File: src/rtl/pipe_stage_buf.sv
// Pipeline stage register with valid/ready handshake and flush-to-bubble.
// SKID=1 adds a second entry so in_ready comes straight from a flop.
module pipe_stage_buf #(
  parameter int               WIDTH     = 160,
  parameter logic [WIDTH-1:0] NOP_VALUE = {WIDTH{1'b0}},
  parameter bit               SKID      = 1'b1
) (
  input  logic             clk,
  input  logic             reset,
  input  logic             in_valid,
  output logic             in_ready,
  input  logic [WIDTH-1:0] in_data,
  input  logic             flush,
  output logic             out_valid,
  input  logic             out_ready,
  output logic [WIDTH-1:0] out_data,
  output logic [1:0]       occupancy
);

  typedef enum logic [1:0] {
    EMPTY = 2'd0,
    ONE   = 2'd1,
    TWO   = 2'd2
  } state_e;

  generate
    if (SKID) begin : gSkid
      state_e           state_q, state_d;
      logic [WIDTH-1:0] main_q, main_d;
      logic [WIDTH-1:0] skid_q, skid_d;
      logic             ready_q;
      logic             push, pop;

      assign push = in_valid & ready_q;
      assign pop  = (state_q != EMPTY) & out_ready;

      always_comb begin
        state_d = state_q;
        main_d  = main_q;
        skid_d  = skid_q;
        case (state_q)
          EMPTY: begin
            if (push) begin
              state_d = ONE;
              main_d  = in_data;
            end
          end
          ONE: begin
            if (push && pop) begin
              main_d = in_data;
            end else if (push) begin
              state_d = TWO;
              skid_d  = in_data;
            end else if (pop) begin
              state_d = EMPTY;
            end
          end
          TWO: begin
            if (pop) begin
              state_d = ONE;
              main_d  = skid_q;
            end
          end
          default: state_d = EMPTY;
        endcase
        // Flush wins; a popped head has already been handed downstream.
        if (flush) begin
          state_d = EMPTY;
          main_d  = NOP_VALUE;
        end
      end

      // ready_q is computed from the next state so it is a clean flop output.
      always_ff @(posedge clk or posedge reset) begin
        if (reset) begin
          state_q <= EMPTY;
          main_q  <= NOP_VALUE;
          skid_q  <= NOP_VALUE;
          ready_q <= 1'b1;
        end else begin
          state_q <= state_d;
          main_q  <= main_d;
          skid_q  <= skid_d;
          ready_q <= (state_d != TWO);
        end
      end

      assign in_ready  = ready_q;
      assign out_valid = (state_q != EMPTY);
      assign out_data  = main_q;
      assign occupancy = state_q;
    end else begin : gSingle
      logic             valid_q, valid_d;
      logic [WIDTH-1:0] main_q, main_d;
      logic             push, pop;

      assign in_ready = ~valid_q | out_ready;
      assign push     = in_valid & in_ready;
      assign pop      = valid_q & out_ready;

      always_comb begin
        valid_d = valid_q;
        main_d  = main_q;
        if (push) begin
          valid_d = 1'b1;
          main_d  = in_data;
        end else if (pop) begin
          valid_d = 1'b0;
        end
        if (flush) begin
          valid_d = 1'b0;
          main_d  = NOP_VALUE;
        end
      end

      always_ff @(posedge clk or posedge reset) begin
        if (reset) begin
          valid_q <= 1'b0;
          main_q  <= NOP_VALUE;
        end else begin
          valid_q <= valid_d;
          main_q  <= main_d;
        end
      end

      assign out_valid = valid_q;
      assign out_data  = main_q;
      assign occupancy = {1'b0, valid_q};
    end
  endgenerate

endmodule

File: config.mk
export PLATFORM = sky130hd
export DESIGN_NAME = pipe_stage_buf
export DESIGN_NICKNAME = d
export VERILOG_FILES = /design/src/rtl/pipe_stage_buf.sv
export SDC_FILE = /design/constraint.sdc
export NUM_CORES = 1
export LEC_CHECK = 0
export CAP_MARGIN = 20
export CORE_ASPECT_RATIO = 1.25
export CORE_MARGIN = 2
export CORE_UTILIZATION = 46
export DETAILED_ROUTE_END_ITERATION = 6
export GPL_TIMING_DRIVEN = 0
export PLACE_DENSITY = 0.83
export SKIP_CTS_REPAIR_TIMING = 1
export SLEW_MARGIN = 20
export SYNTH_ARGS = -nofsm -noshare
export SYNTH_HDL_FRONTEND = slang
export SYNTH_SLANG_ARGS = --single-unit
File: constraint.sdc
create_clock -name clk -period 10.4 [get_ports clk]
set_clock_uncertainty 0.05 [all_clocks]
set_input_delay 1.56 -clock clk [delete_from_list [all_inputs] [get_ports clk]]
set_output_delay 1.56 -clock clk [all_outputs]
set_load 0.03 [all_outputs]
==> run_summary.xml <==
<?xml version="1.0" encoding="UTF-8"?>
<metrics>
  <group name="power_and_ir_drop">
    <metric name="power.static_leakage" unit="nW">8.20</metric>
    <metric name="cellPowerDensity" unit="nW/um2">228</metric>
    <metric name="worst_ir_drop_vdd" unit="uV">143</metric>
    <metric name="power" unit="W">0.00463</metric>
  </group>
  <group name="setup_path">
    <metric name="critPathLaunchType" unit="">flop</metric>
    <metric name="critical_path.max_fanout" unit="">6</metric>
    <metric name="crit_type" unit="">flop to output pin</metric>
    <metric name="setup.worst_path.end_class" unit="">output pin</metric>
    <metric name="critPathArrivalTime" unit="ns">2.29</metric>
    <metric name="regToRegSetupSlack" unit="ns">7.27</metric>
    <metric name="crit_required" unit="ns">8.79</metric>
  </group>
  <group name="layout">
    <metric name="layout.filler_cells" unit="">2499</metric>
    <metric name="area.growth.synth_to_final" unit="%">33.8</metric>
    <metric name="finish.utilization" unit="%">62.3</metric>
    <metric name="post_route_cells_drive_above_1_share" unit="%">16.9</metric>
    <metric name="layout.area.seq" unit="um2">8080</metric>
    <metric name="layout_commonest_cell" unit="">clkdlybuf4s50_1</metric>
    <metric name="multi_input_gate_area" unit="um2">5810</metric>
    <metric name="most-common-layout-cells" unit="">327 x clkdlybuf4s50_1, 322 x dfrtp_1, 164 x inv_1, 161 x nor2b_1</metric>
    <metric name="final_stage_net_count" unit="">1837</metric>
  </group>
  <group name="sta">
    <metric name="max_freq" unit="MHz">256</metric>
    <metric name="tns" unit="ns">0</metric>
    <metric name="max_slew.worst_pin.slew" unit="ns">1.02</metric>
    <metric name="setup_viol_count_final" unit="">0</metric>
    <metric name="final_max_tran_viols" unit="">0</metric>
    <metric name="timing.final.crit_period" unit="ns">3.90</metric>
    <metric name="grt_setup_unrepaired" unit="">no</metric>
    <metric name="max_slew_margin" unit="%">32.2</metric>
    <metric name="hold_viol_final" unit="">0</metric>
    <metric name="finalHoldWorstSlack" unit="ns">0.457</metric>
    <metric name="postLayoutSetupSlackWorst" unit="ns">6.50</metric>
    <metric name="fin_crit_sh" unit="%">37.5</metric>
  </group>
  <group name="grt">
    <metric name="grt_max_degree" unit="">35</metric>
    <metric name="grt_first_pass_wirelength" unit="um">71900</metric>
    <metric name="gr-total-overflow" unit="">0</metric>
    <metric name="global_route_usage_over_all_layers" unit="%">25.9</metric>
    <metric name="number_of_antenna_violations_at_the_first_check_in_global_routing" unit="">11</metric>
    <metric name="number_of_global_route_vias_before_repair" unit="">13200</metric>
  </group>
  <group name="hold_path">
    <metric name="timing.hold.worst.class" unit="">flop to flop</metric>
  </group>
  <group name="drt">
    <metric name="detail_route.drc_violations" unit="">0</metric>
    <metric name="vias" unit="">12500</metric>
    <metric name="post_drt_wl_per_cell" unit="um">21.5</metric>
    <metric name="detailedRoute.firstIterationViolations" unit="">1066</metric>
    <metric name="antenna_left" unit="">0</metric>
    <metric name="vias_per_cell" unit="">5.93</metric>
    <metric name="dr.pass1.iters" unit="">5</metric>
    <metric name="detail_route.wirelength" unit="um">45400</metric>
  </group>
  <group name="clocking">
    <metric name="worst_setup_hold_path_clk_slew" unit="ns">0.06</metric>
    <metric name="clk_path_buf_depth" unit="">3</metric>
    <metric name="cts_inserted_buffers" unit="">34</metric>
    <metric name="root_buffer" unit="">clkbuf_16</metric>
    <metric name="tritoncts" unit="">built</metric>
    <metric name="worst_skew_pair.late_latency" unit="ns">0.52</metric>
    <metric name="tritoncts_num_sinks" unit="">323</metric>
    <metric name="cts_h_tree_depth" unit="">2</metric>
  </group>
  <group name="floorplan">
    <metric name="die-width" unit="um">166</metric>
    <metric name="die_area" unit="um2">34500</metric>
    <metric name="floorplan.initialDensity" unit="%">46.6</metric>
    <metric name="core-area" unit="um2">32600</metric>
    <metric name="row_count" unit="">74</metric>
    <metric name="floorplan.die.height" unit="um">207</metric>
    <metric name="design.portCount" unit="">329</metric>
  </group>
  <group name="placed_design">
    <metric name="preCtsSetupSlack" unit="ns">6.19</metric>
    <metric name="dpl.hpwl" unit="um">32600</metric>
    <metric name="placement.io_buffers" unit="">327</metric>
    <metric name="gp_congestion" unit="">0.881</metric>
  </group>
  <group name="job">
    <metric name="timing.max_cap.violations" unit="">0</metric>
  </group>
  <group name="synth">
    <metric name="postSynthAreaPerCell" unit="um2">11.7</metric>
    <metric name="yosysSeqAreaShare" unit="%">53.3</metric>
    <metric name="netlist.top_cell.by_area" unit="">dfrtp_1</metric>
    <metric name="syn-cell-area" unit="um2">15200</metric>
    <metric name="ys_seq_elements" unit="">323</metric>
    <metric name="post_synth_num_cell_types" unit="">29</metric>
    <metric name="synth.top_cells.by_area" unit="">dfrtp_1 53%, mux2_2 12%, a221oi_1 9.2%</metric>
    <metric name="synthesis.instances" unit="">1295</metric>
    <metric name="ys_warns" unit="">0</metric>
    <metric name="synth_top_area_share" unit="%">53.1</metric>
    <metric name="synth_nets" unit="">1464</metric>
  </group>
  <group name="status">
    <metric name="run_status" unit="">finished, final reports clean</metric>
  </group>
</metrics>
==> stage by stage <==
stage | instances | cell area (um2)
after CTS | 2107 | 20300
final | 2114 | 20300
after detailed placement | 2050 | 19200
after global placement | 2040 | 19000
after floorplan | 1295 | 15200
after global routing | 2110 | 20300
==> worst max-delay path, stage by stage (launching register included) <==
cell	delay, ns
dfrtp_1	0.47
inv_1	0.12
ha_1	0.27
inv_1	0.17
clkdlybuf4s50_1	0.74
==> cells in the mapped netlist (all sizes together) <==
cell,n
dfrtp,322
a22oi,1
nor2b,161
or3,1
o2111ai,1
ha,4
a32oi,1
o21ai,2
nand2,3
dfstp,1
and2,1
o311ai,1
nor3b,1
inv,165
nor2,2
a31oi,1
mux2,160
a221oi,160
nor3,1
clkbuf,77
a311oi,160
nand2b,1
and3,1
nand3,1
buf,64
a21oi,1
o221a,1
==> power by group <==
group | internal, W | switching (W) | total, W
Combinational | 0.000694 | 0.000768 | 0.00146
Sequential | 0.00170 | 0.000255 | 0.00195
Clock | 0.000713 | 0.000501 | 0.00121
Total | 0.00310 | 0.00152 | 0.00463
==> final cells by class <==
class                           count  share of cell area (%)
Antenna cell                        7                  0.0863
Inverter                          165                    3.07
Timing Repair Buffer              337                    17.1
Tap cell                          418                    2.58
Multi-Input combinational cell    666                    28.6
Buffer                            141                    3.30
Sequential cell                   323                    39.8
Clock inverter                      8                   0.339
Clock buffer                       49                    5.08
==> state kept, by name, summed over array words and instances (netlist names) <==
signal        cells
out_data        160
gSkid.skid_q    160
in_ready          1
occupancy         2
==> metal layers <==
| metal | part of all wire, % | GRT usage [%] |
|---|---|---|
| met5 | 0.14 | 0 |
| met4 | 5.8 | 14.5 |
| met3 | 6.1 | 5.18 |
| met2 | 50 | 43.8 |
| met1 | 38 | 30.9 |
==> cell families (layout without fill, tap and decap cells) <==
family	after synthesis	in the layout	share of synthesized area (%)
compound gates	329	329	19.0
fa+ha+maj	4	4	0.330
buf+inv	306	700	8.50
flops	323	323	53.3
mux	160	160	11.9
other cells	0	7	0
simple gates	173	173	7.04
==> path summary, 6_finish.rpt <==
kind | from | to | depth (start not counted)
worst max-delay path | occupancy[0] | out_valid | 4
worst min-delay path | gSkid.skid_q[61] | gSkid.skid_q[61] | 1
worst max register to register | occupancy[0] | out_data[18] | 8
worst min register to register | gSkid.skid_q[61] | gSkid.skid_q[61] | 1
max in group asynchronous | reset | gSkid.skid_q[2] | 6
min in group asynchronous | reset | gSkid.skid_q[65] | 2
Note: power is estimated with default switching activity, not from simulation.
